### src/rtl/stopwatch_if.sv
// Stopwatch button inputs and display/status outputs.
// The controller drives through master; a board or bench uses slave.
interface stopwatch_if;
  logic       start_n;
  logic       lap_n;
  logic [3:0] disp_ones;
  logic [3:0] disp_tens;
  logic       running;
  logic       lap_active;
  logic       tick;
  logic       rollover;

  modport master (
    input  start_n,
    input  lap_n,
    output disp_ones,
    output disp_tens,
    output running,
    output lap_active,
    output tick,
    output rollover
  );

  modport slave (
    output start_n,
    output lap_n,
    input  disp_ones,
    input  disp_tens,
    input  running,
    input  lap_active,
    input  tick,
    input  rollover
  );
endinterface

### src/rtl/stopwatch_ctrl.sv
// Push-button stopwatch: debounce, START/PAUSE/LAP/CLEAR FSM,
// tick prescaler and two-digit BCD count with a frozen lap view.
module stopwatch_ctrl #(
  parameter int CLK_HZ       = 50000000,
  parameter int TICK_HZ      = 1,
  parameter int DEBOUNCE_CYC = 500000
) (
  input  logic        CLOCK_50,
  input  logic        KEY,
  stopwatch_if.master sw
);

  localparam int DIV = CLK_HZ / TICK_HZ;
  localparam int PW  = $clog2(DIV);
  localparam int DW  = $clog2(DEBOUNCE_CYC + 1);

  localparam logic [PW-1:0] P_LAST = PW'(DIV - 1);
  localparam logic [DW-1:0] D_LAST = DW'(DEBOUNCE_CYC - 1);

  localparam logic [1:0] S_IDLE  = 2'd0;
  localparam logic [1:0] S_RUN   = 2'd1;
  localparam logic [1:0] S_LAP   = 2'd2;
  localparam logic [1:0] S_PAUSE = 2'd3;

  // bit 0 = START/PAUSE, bit 1 = LAP/CLEAR
  logic [1:0]         raw;
  logic [1:0]         s1;
  logic [1:0]         s2;
  logic [1:0]         db;
  logic [1:0]         dbq;
  logic [1:0]         press;
  logic [1:0][DW-1:0] cnt;

  logic [1:0]    state;
  logic [PW-1:0] presc;
  logic [3:0]    ones;
  logic [3:0]    tens;
  logic [3:0]    lap_ones;
  logic [3:0]    lap_tens;

  logic start_ev;
  logic lap_ev;
  logic active;
  logic wrap;

  assign raw = {sw.lap_n, sw.start_n};

  always_ff @(posedge CLOCK_50 or negedge KEY) begin
    if (!KEY) begin
      s1    <= '1;
      s2    <= '1;
      db    <= '1;
      dbq   <= '1;
      press <= '0;
      cnt   <= '0;
    end else begin
      s1    <= raw;
      s2    <= s1;
      dbq   <= db;
      press <= dbq & ~db;
      for (int i = 0; i < 2; i++) begin
        if (s2[i] == db[i]) begin
          cnt[i] <= '0;
        end else if (cnt[i] == D_LAST) begin
          db[i]  <= s2[i];
          cnt[i] <= '0;
        end else begin
          cnt[i] <= cnt[i] + DW'(1);
        end
      end
    end
  end

  // START has priority when both events land together
  assign start_ev = press[0];
  assign lap_ev   = press[1] & ~press[0];

  assign active = (state == S_RUN) || (state == S_LAP);
  assign wrap   = active && (presc == P_LAST);

  always_ff @(posedge CLOCK_50 or negedge KEY) begin
    if (!KEY) begin
      state    <= S_IDLE;
      presc    <= '0;
      ones     <= '0;
      tens     <= '0;
      lap_ones <= '0;
      lap_tens <= '0;
    end else begin
      if (wrap) begin
        presc <= '0;
        if (ones == 4'd9) begin
          ones <= '0;
          tens <= (tens == 4'd9) ? 4'd0 : tens + 4'd1;
        end else begin
          ones <= ones + 4'd1;
        end
      end else if (active) begin
        presc <= presc + PW'(1);
      end

      unique case (state)
        S_IDLE: begin
          if (start_ev) begin
            state <= S_RUN;
            presc <= '0;
          end
        end
        S_RUN: begin
          if (start_ev) begin
            state <= S_PAUSE;
          end else if (lap_ev) begin
            state    <= S_LAP;
            lap_ones <= ones;
            lap_tens <= tens;
          end
        end
        S_LAP: begin
          if (start_ev) state <= S_PAUSE;
          else if (lap_ev) state <= S_RUN;
        end
        S_PAUSE: begin
          // resume keeps the prescaler phase
          if (start_ev) begin
            state <= S_RUN;
          end else if (lap_ev) begin
            state    <= S_IDLE;
            presc    <= '0;
            ones     <= '0;
            tens     <= '0;
            lap_ones <= '0;
            lap_tens <= '0;
          end
        end
      endcase
    end
  end

  assign sw.disp_ones  = (state == S_LAP) ? lap_ones : ones;
  assign sw.disp_tens  = (state == S_LAP) ? lap_tens : tens;
  assign sw.running    = active;
  assign sw.lap_active = (state == S_LAP);
  assign sw.tick       = wrap;
  assign sw.rollover   = wrap && (ones == 4'd9) && (tens == 4'd9);

endmodule

### src/flat_wrapper.sv
// flat-port wrapper written by rule: the top's interface ports become plain ports
module stopwatch_ctrl_flat 
#(
  parameter int CLK_HZ       = 50000000,
  parameter int TICK_HZ      = 1,
  parameter int DEBOUNCE_CYC = 500000
)
  (CLOCK_50, KEY, sw_start_n, sw_lap_n, sw_disp_ones, sw_disp_tens, sw_running, sw_lap_active, sw_tick, sw_rollover);
  stopwatch_if sw_i ();
  input  logic CLOCK_50;
  input  logic KEY;
  input wire logic [$bits(sw_i.start_n)-1:0] sw_start_n;
  input wire logic [$bits(sw_i.lap_n)-1:0] sw_lap_n;
  output wire logic [$bits(sw_i.disp_ones)-1:0] sw_disp_ones;
  output wire logic [$bits(sw_i.disp_tens)-1:0] sw_disp_tens;
  output wire logic [$bits(sw_i.running)-1:0] sw_running;
  output wire logic [$bits(sw_i.lap_active)-1:0] sw_lap_active;
  output wire logic [$bits(sw_i.tick)-1:0] sw_tick;
  output wire logic [$bits(sw_i.rollover)-1:0] sw_rollover;
  assign sw_i.start_n = sw_start_n;
  assign sw_i.lap_n = sw_lap_n;
  assign sw_disp_ones = sw_i.disp_ones;
  assign sw_disp_tens = sw_i.disp_tens;
  assign sw_running = sw_i.running;
  assign sw_lap_active = sw_i.lap_active;
  assign sw_tick = sw_i.tick;
  assign sw_rollover = sw_i.rollover;
  stopwatch_ctrl #(.CLK_HZ(CLK_HZ), .TICK_HZ(TICK_HZ), .DEBOUNCE_CYC(DEBOUNCE_CYC)) u_core (.CLOCK_50(CLOCK_50), .KEY(KEY), .sw(sw_i));
endmodule
### config.mk
export PLATFORM = sky130hd
export DESIGN_NAME = stopwatch_ctrl_flat
export DESIGN_NICKNAME = d
export VERILOG_FILES = /design/src/rtl/stopwatch_if.sv /design/src/rtl/stopwatch_ctrl.sv /design/src/flat_wrapper.sv
export SDC_FILE = /design/constraint.sdc
export NUM_CORES = 1
export LEC_CHECK = 0
export CAP_MARGIN = 20
export CORE_MARGIN = 1
export CORE_UTILIZATION = 55
export DETAILED_ROUTE_END_ITERATION = 10
export GPL_ROUTABILITY_DRIVEN = 0
export HOLD_SLACK_MARGIN = 0.1
export PLACE_DENSITY = 0.76
export SKIP_CTS_REPAIR_TIMING = 1
export SLEW_MARGIN = 20
export SYNTH_ARGS = -nofsm -noshare
export SYNTH_HDL_FRONTEND = slang
export SYNTH_SLANG_ARGS = --single-unit
### constraint.sdc
create_clock -name CLOCK_50 -period 2 [get_ports CLOCK_50]
set_input_delay 0.3 -clock CLOCK_50 [delete_from_list [all_inputs] [get_ports CLOCK_50]]
set_output_delay 0.3 -clock CLOCK_50 [all_outputs]
set_load 0.02 [all_outputs]
==> impl_metrics.env, run 1 <==
export IMPL_synth_distinct_cells=48
export IMPL_dpl_cell_count=641
export IMPL_grt_overflow=0
export IMPL_rsz0062_at_grt="true"
export IMPL_clk_latency_ps=370
export IMPL_cellLeakagePower_nw=2.66
export IMPL_cts_max_level=3
export IMPL_drtIter0Drc=160
export IMPL_cts_made_buffers=9
export IMPL_syn_inst=488
export IMPL_status="finished, violations left"
export IMPL_diodes=0
export IMPL_area_delta_synth_final_pct=22.0
export IMPL_drv_slew=0
export IMPL_cp_arrival_ps=1820
export IMPL_final_cell_count_no_fill=670
export IMPL_grt_pass1_vias=3843
export IMPL_syn_avg_cell_area_sq_um=9.81
export IMPL_port_buffers=15
export IMPL_worst_pin_slew_ps=533
export IMPL_finalSetupViolCount=2
export IMPL_dieArea_sq_mm=0.00908
export IMPL_p_per_area_mw_per_mm2=541
export IMPL_synth_net_count=499
export IMPL_crit_fanout=2
export IMPL_min_period_ps=2120
export IMPL_yosysWarnings=0
export IMPL_totalWireLength_mm=10.4
export IMPL_drc_errors=0
export IMPL_fmax_mhz=471
export IMPL_die_y_microns=95.3
export IMPL_core_sq_mm=0.00830
export IMPL_place_hpwl_mm=6.82
export IMPL_final_core_util_pct=70.4
export IMPL_start_util_pct=57.7
export IMPL_syn_cell_area_sq_mm=0.00479
export IMPL_cts_tree="yes"
export IMPL_antenna_found_initial=0
export IMPL_routedWlPerCell_microns=15.5
export IMPL_nets=571
export IMPL_cts_root_buf="clkbuf_8"
export IMPL_drtAntennaViolNets=0
export IMPL_dr_pass1_iters=4
export IMPL_regArea_sq_mm=0.00231
export IMPL_num_vias=4008
export IMPL_grt_pass1_wl_mm=17.1
export IMPL_crit_required_ps=1700
export IMPL_period_share_pct=106
export IMPL_clkTransAtPathRegs_ps=100
export IMPL_ys_ff_latch=92
export IMPL_multiInputGateArea_sq_mm=0.00241
export IMPL_clockBufferDepth=2
export IMPL_io_pins=16
export IMPL_holdCritPathClass="input pin to flop"
export IMPL_ys_async_sr_fraction_pct=100
export IMPL_ir_drop_mv=0.503
export IMPL_cp_start_kind="flop"
export IMPL_slew_headroom_pct=64.5
export IMPL_track_usage_pct=24.1
export IMPL_fillers=629
export IMPL_violations="setup timing"
export IMPL_placed_cell_area_sq_mm=0.00547
export IMPL_seq_area_frac_synth_pct=48.3
export IMPL_tns_ps=-197
export IMPL_grt_max_degree=39
export IMPL_hold_viol=0
export IMPL_die_w_microns=95.3
export IMPL_cp_end_kind="output pin"
export IMPL_power_total_mw=3.16
export IMPL_drive_above_1_share_pct=25.0
export IMPL_synth_edf_count=0
export IMPL_finClkSkew_ps=7.39
export IMPL_viasPerCell=5.98
export IMPL_drv_cap=0
export IMPL_synth_ff_type="dfrtp_1"
export IMPL_layout_setup_ws_ps=-124
export IMPL_clock_sinks=92
export IMPL_critical_path_class="flop to output pin"
export IMPL_fin_area_sq_mm=0.00584
export IMPL_placementRows=33
[path summary, 6_finish.rpt]
path / from / endpoint / slack [ps] / cells after the start
setup / recovery: u_core.presc[1] / sw_rollover / -120 / 6
max in group asynchronous: KEY / u_core.s1[1] / 950 / 3
hold / removal: sw_start_n / u_core.s1[0] / 330 / 1
hold reg to reg: u_core.s1[0] / u_core.s2[0] / 360 / 0
setup reg to reg: u_core.presc[1] / u_core.tens[2] / 20 / 7
min in group asynchronous: KEY / u_core.lap_tens[1] / 440 / 2
[cell type report]
class,instances,area share (%)
Clock buffer,10,2.18
Clock inverter,6,0.921
Inverter,15,0.964
Multi-Input combinational cell,356,41.3
Sequential cell,92,39.6
Tap cell,105,2.25
Timing Repair Buffer,86,12.8
[synthesized netlist by cell type (all sizes together) (2+ instances only)]
library cell / n / area, sq um
o21ai: 29 / 156
or2: 2 / 12.5
nor3b: 5 / 37.5
dfstp: 8 / 210
and4: 14 / 123
nor2: 37 / 139
nand4: 25 / 169
xor2: 25 / 219
nand2: 37 / 139
inv: 15 / 56.3
mux2i: 2 / 20.0
clkbuf: 11 / 41.3
nand2b: 5 / 31.3
nor4b: 4 / 41.3
or3: 12 / 75.1
nor4: 3 / 18.8
a21oi: 30 / 150
nand3: 21 / 128
o31ai: 22 / 165
nor2b: 3 / 18.8
ha: 7 / 87.6
nor3: 8 / 40.0
a31oi: 2 / 12.5
dfrtp: 84 / 2100
and3: 8 / 50.1
mux2: 7 / 78.8
buf: 16 / 92.6
or4: 14 / 109
xnor2: 10 / 87.6
and2: 3 / 18.8
a22oi: 13 / 103
[critical path: stages (launching register included)]
cell and delay, ps:
dfrtp_1 380, ha_2 190, nor3b_4 200, nand4_2 120, nor3_2 190, and4_1 250, buf_6 130
[cells in the final DEF (no fill, tap or decap), types with 5 or more instances in the layout]
master / Yosys / routed
o21ai_0: 25 / 25
dfstp_2: 8 / 8
nand2_1: 37 / 37
mux2_2: 7 / 7
buf_12: 0 / 5
and3_1: 8 / 7
or4_1: 13 / 11
o31ai_1: 22 / 22
nand3_1: 18 / 18
nor2_1: 37 / 36
a22oi_1: 12 / 9
nand4_1: 23 / 23
dlymetal6s2s_1: 0 / 5
or3_1: 12 / 12
and4_1: 14 / 13
nor3_1: 8 / 7
a21oi_1: 30 / 29
nand2b_1: 5 / 5
dfrtp_1: 84 / 84
xnor2_1: 10 / 10
clkbuf_8: 0 / 9
buf_4: 1 / 66
xor2_1: 25 / 25
inv_1: 15 / 13
[layer usage]
layer	GRT usage, %	routed length (microns)	share of wire (%)	up-vias
li1	-	-	-	1929
met3	4.63	363	3.5	16
met2	42.3	5340	51	81
met1	29.4	4530	44	1982
met4	8.71	153	1.5	0
met5	0	0	0	-
[report_power, final]
| group | switching [mW] | leakage [nW] | internal, mW |
|---|---|---|---|
| Sequential | 0.0110 | 1.25 | 1.88 |
| Combinational | 0.0596 | 1.31 | 0.0300 |
| Clock | 0.708 | 0.0898 | 0.477 |
| Total | 0.779 | 2.66 | 2.38 |
[state kept, by name, summed over array words and instances, names as in the netlist, 4 cells and up]
| name | flops |
|---|---|
| u_core.ones | 4 |
| u_core.cnt | 38 |
| u_core.lap_ones | 4 |
| u_core.lap_tens | 4 |
| u_core.presc | 26 |
| u_core.tens | 4 |
[cells by family after synthesis]
logic type	Yosys count	share of synthesized area, %
simple gates	204	24.7
compound gates	99	12.8
flops	92	48.3
buf+inv	42	3.97
xor+xnor	35	6.40
mux	9	2.06
fa+ha+maj	7	1.83
[stage by stage]
stage | hold WS (ps) | setup WS, ps
2_1_floorplan | 4.41 | -26.1
3_3_place_gp | 306 | -255
3_5_place_dp | 315 | -274
4_1_cts | -80.3 | -722
5_1_grt | 328 | -219
6_report | 327 | -124
(Power assumes the default switching activity.)
==> run 2: changes to the inputs <==
--- a/config.mk
+++ b/config.mk
@@ -6,7 +6,7 @@
 export NUM_CORES = 1
 export LEC_CHECK = 0
 export CAP_MARGIN = 20
-export CORE_MARGIN = 1
+export CORE_MARGIN = 4
 export CORE_UTILIZATION = 55
 export DETAILED_ROUTE_END_ITERATION = 10
 export GPL_ROUTABILITY_DRIVEN = 0
==> impl_metrics.env, run 2 (synthesized netlist as in run 1, its figures left out) <==
export IMPL_nets=572
export IMPL_finClkSkew_ps=15.4
export IMPL_track_usage_pct=20.5
export IMPL_dieArea_sq_mm=0.0103
export IMPL_num_vias=3984
export IMPL_path_delay_family="simple AND/OR/NAND/NOR gates"
export IMPL_cts_tree="yes"
export IMPL_status="finished, violations left"
export IMPL_drtAntennaViolNets=0
export IMPL_totalWireLength_mm=10.5
export IMPL_layout_commonest_cell="dfrtp_1"
export IMPL_cp_slowest_cell="dfrtp_1"
export IMPL_p_per_area_mw_per_mm2=604
export IMPL_die_w_microns=101
export IMPL_holdCritPathClass="input pin to flop"
export IMPL_min_period_ps=2160
export IMPL_layout_setup_ws_ps=-164
export IMPL_finalSetupViolCount=3
export IMPL_drv_slew=0
export IMPL_path_buf_inv=1
export IMPL_cellLeakagePower_nw=2.68
export IMPL_tns_ps=-253
export IMPL_drc_errors=0
export IMPL_start_util_pct=57.4
export IMPL_crit_fanout=2
export IMPL_io_pins=16
export IMPL_grt_max_degree=47
export IMPL_largest_reg_flops=38
export IMPL_viasPerCell=5.94
export IMPL_dr_pass1_iters=4
export IMPL_cts_root_buf="clkbuf_8"
export IMPL_placementRows=33
export IMPL_final_cell_mix="84 x dfrtp_1, 66 x buf_4, 36 x nand2_1, 36 x nor2_1, 29 x a21oi_1"
export IMPL_area_delta_synth_final_pct=24.5
export IMPL_cp_start_kind="flop"
export IMPL_critical_path_class="flop to output pin"
export IMPL_violations="setup timing"
export IMPL_clock_sinks=92
export IMPL_ir_drop_mv=0.409
export IMPL_slew_headroom_pct=72.5
export IMPL_largestRegisters="u_core.cnt (38), u_core.presc (26)"
export IMPL_port_buffers=15
export IMPL_clk_latency_ps=360
export IMPL_grt_pass1_vias=3773
export IMPL_grt_overflow=0
export IMPL_drive_above_1_share_pct=26.7
export IMPL_cp_arrival_ps=1860
export IMPL_slowest_delay_ps=370
export IMPL_place_hpwl_mm=6.85
export IMPL_fmax_mhz=462
export IMPL_cp_end_kind="output pin"
export IMPL_grt_pass1_wl_mm=17.1
export IMPL_die_y_microns=101
export IMPL_core_sq_mm=0.00834
export IMPL_crit_required_ps=1700
export IMPL_holdWs_ps=337
export IMPL_crit_chain="ha_2 > nor3b_4 > nand4_2 > nor3_2 > and4_1 > buf_4"
export IMPL_drtIter0Drc=154
export IMPL_routedWlPerCell_microns=15.7
export IMPL_clockBufferDepth=2
export IMPL_cts_max_level=3
export IMPL_clkTransAtPathRegs_ps=90
export IMPL_hold_viol=0
export IMPL_worst_pin_slew_ps=412
export IMPL_drv_cap=0
export IMPL_period_share_pct=108
export IMPL_rsz0062_at_grt="true"
export IMPL_antenna_found_initial=0
export IMPL_diodes=0
export IMPL_cts_made_buffers=9
export IMPL_top_register="u_core.cnt"
[run 2: final timing paths]
kind                                        from            endpoint  slack (ps)  depth (start not counted)
worst max-delay path             u_core.presc[1]         sw_rollover        -160                          6
worst min-delay path                    sw_lap_n        u_core.s1[1]         340                          1
worst max register to register  u_core.presc[11]      u_core.tens[2]         -20                          8
worst min register to register      u_core.s1[0]        u_core.s2[0]         360                          0
max in group asynchronous                    KEY       u_core.dbq[1]         950                          3
min in group asynchronous                    KEY  u_core.lap_tens[1]         400                          2
[run 2: metrics by stage]
stage / std cells / setup slack (ps) / total power, mW / utilization, % / area (sq um)
floorplan: 488 / -26.1 / 1.95 / - / 4830
global placement: 633 / -249 / 2.01 / 64.7 / 5400
detailed placement: 633 / -397 / 2.01 / 64.7 / 5400
CTS: 649 / -801 / 3.63 / 67.9 / 5660
global route: 671 / -290 / 3.72 / 71.4 / 5960
finish: 671 / -164 / 3.60 / 71.4 / 5960
[run 2: area by class of cell]
type                    instances  area (sq um)
multi-input cells             356          2460
flip-flops and latches         92          2310
clock inverters                 6           138
repair buffers                 87           734
fillers                       581          2380
inverters                      15          56.3
well taps                     105           131
clock buffers                  10           128
[run 2: layer usage]
metal  vias to the layer above  wire length (microns)  part of all wire (%)  track usage (%)
met5                         -                      0                     0                0
met4                         0                    164                   1.6             6.65
met3                        17                    363                   3.4             4.20
met2                        79                   5380                    51             35.9
met1                      1954                   4620                    44             25.2
li1                       1934                      -                     -                -
[run 2: where the power goes]
group / internal [mW] / leakage [nW] / total (mW) / switching (mW)
Combinational: 0.0274 / 1.30 / 0.0863 / 0.0589
Clock: 0.962 / 0.131 / 1.63 / 0.665
Sequential: 1.88 / 1.25 / 1.89 / 0.0110
Total: 2.87 / 2.68 / 3.60 / 0.735
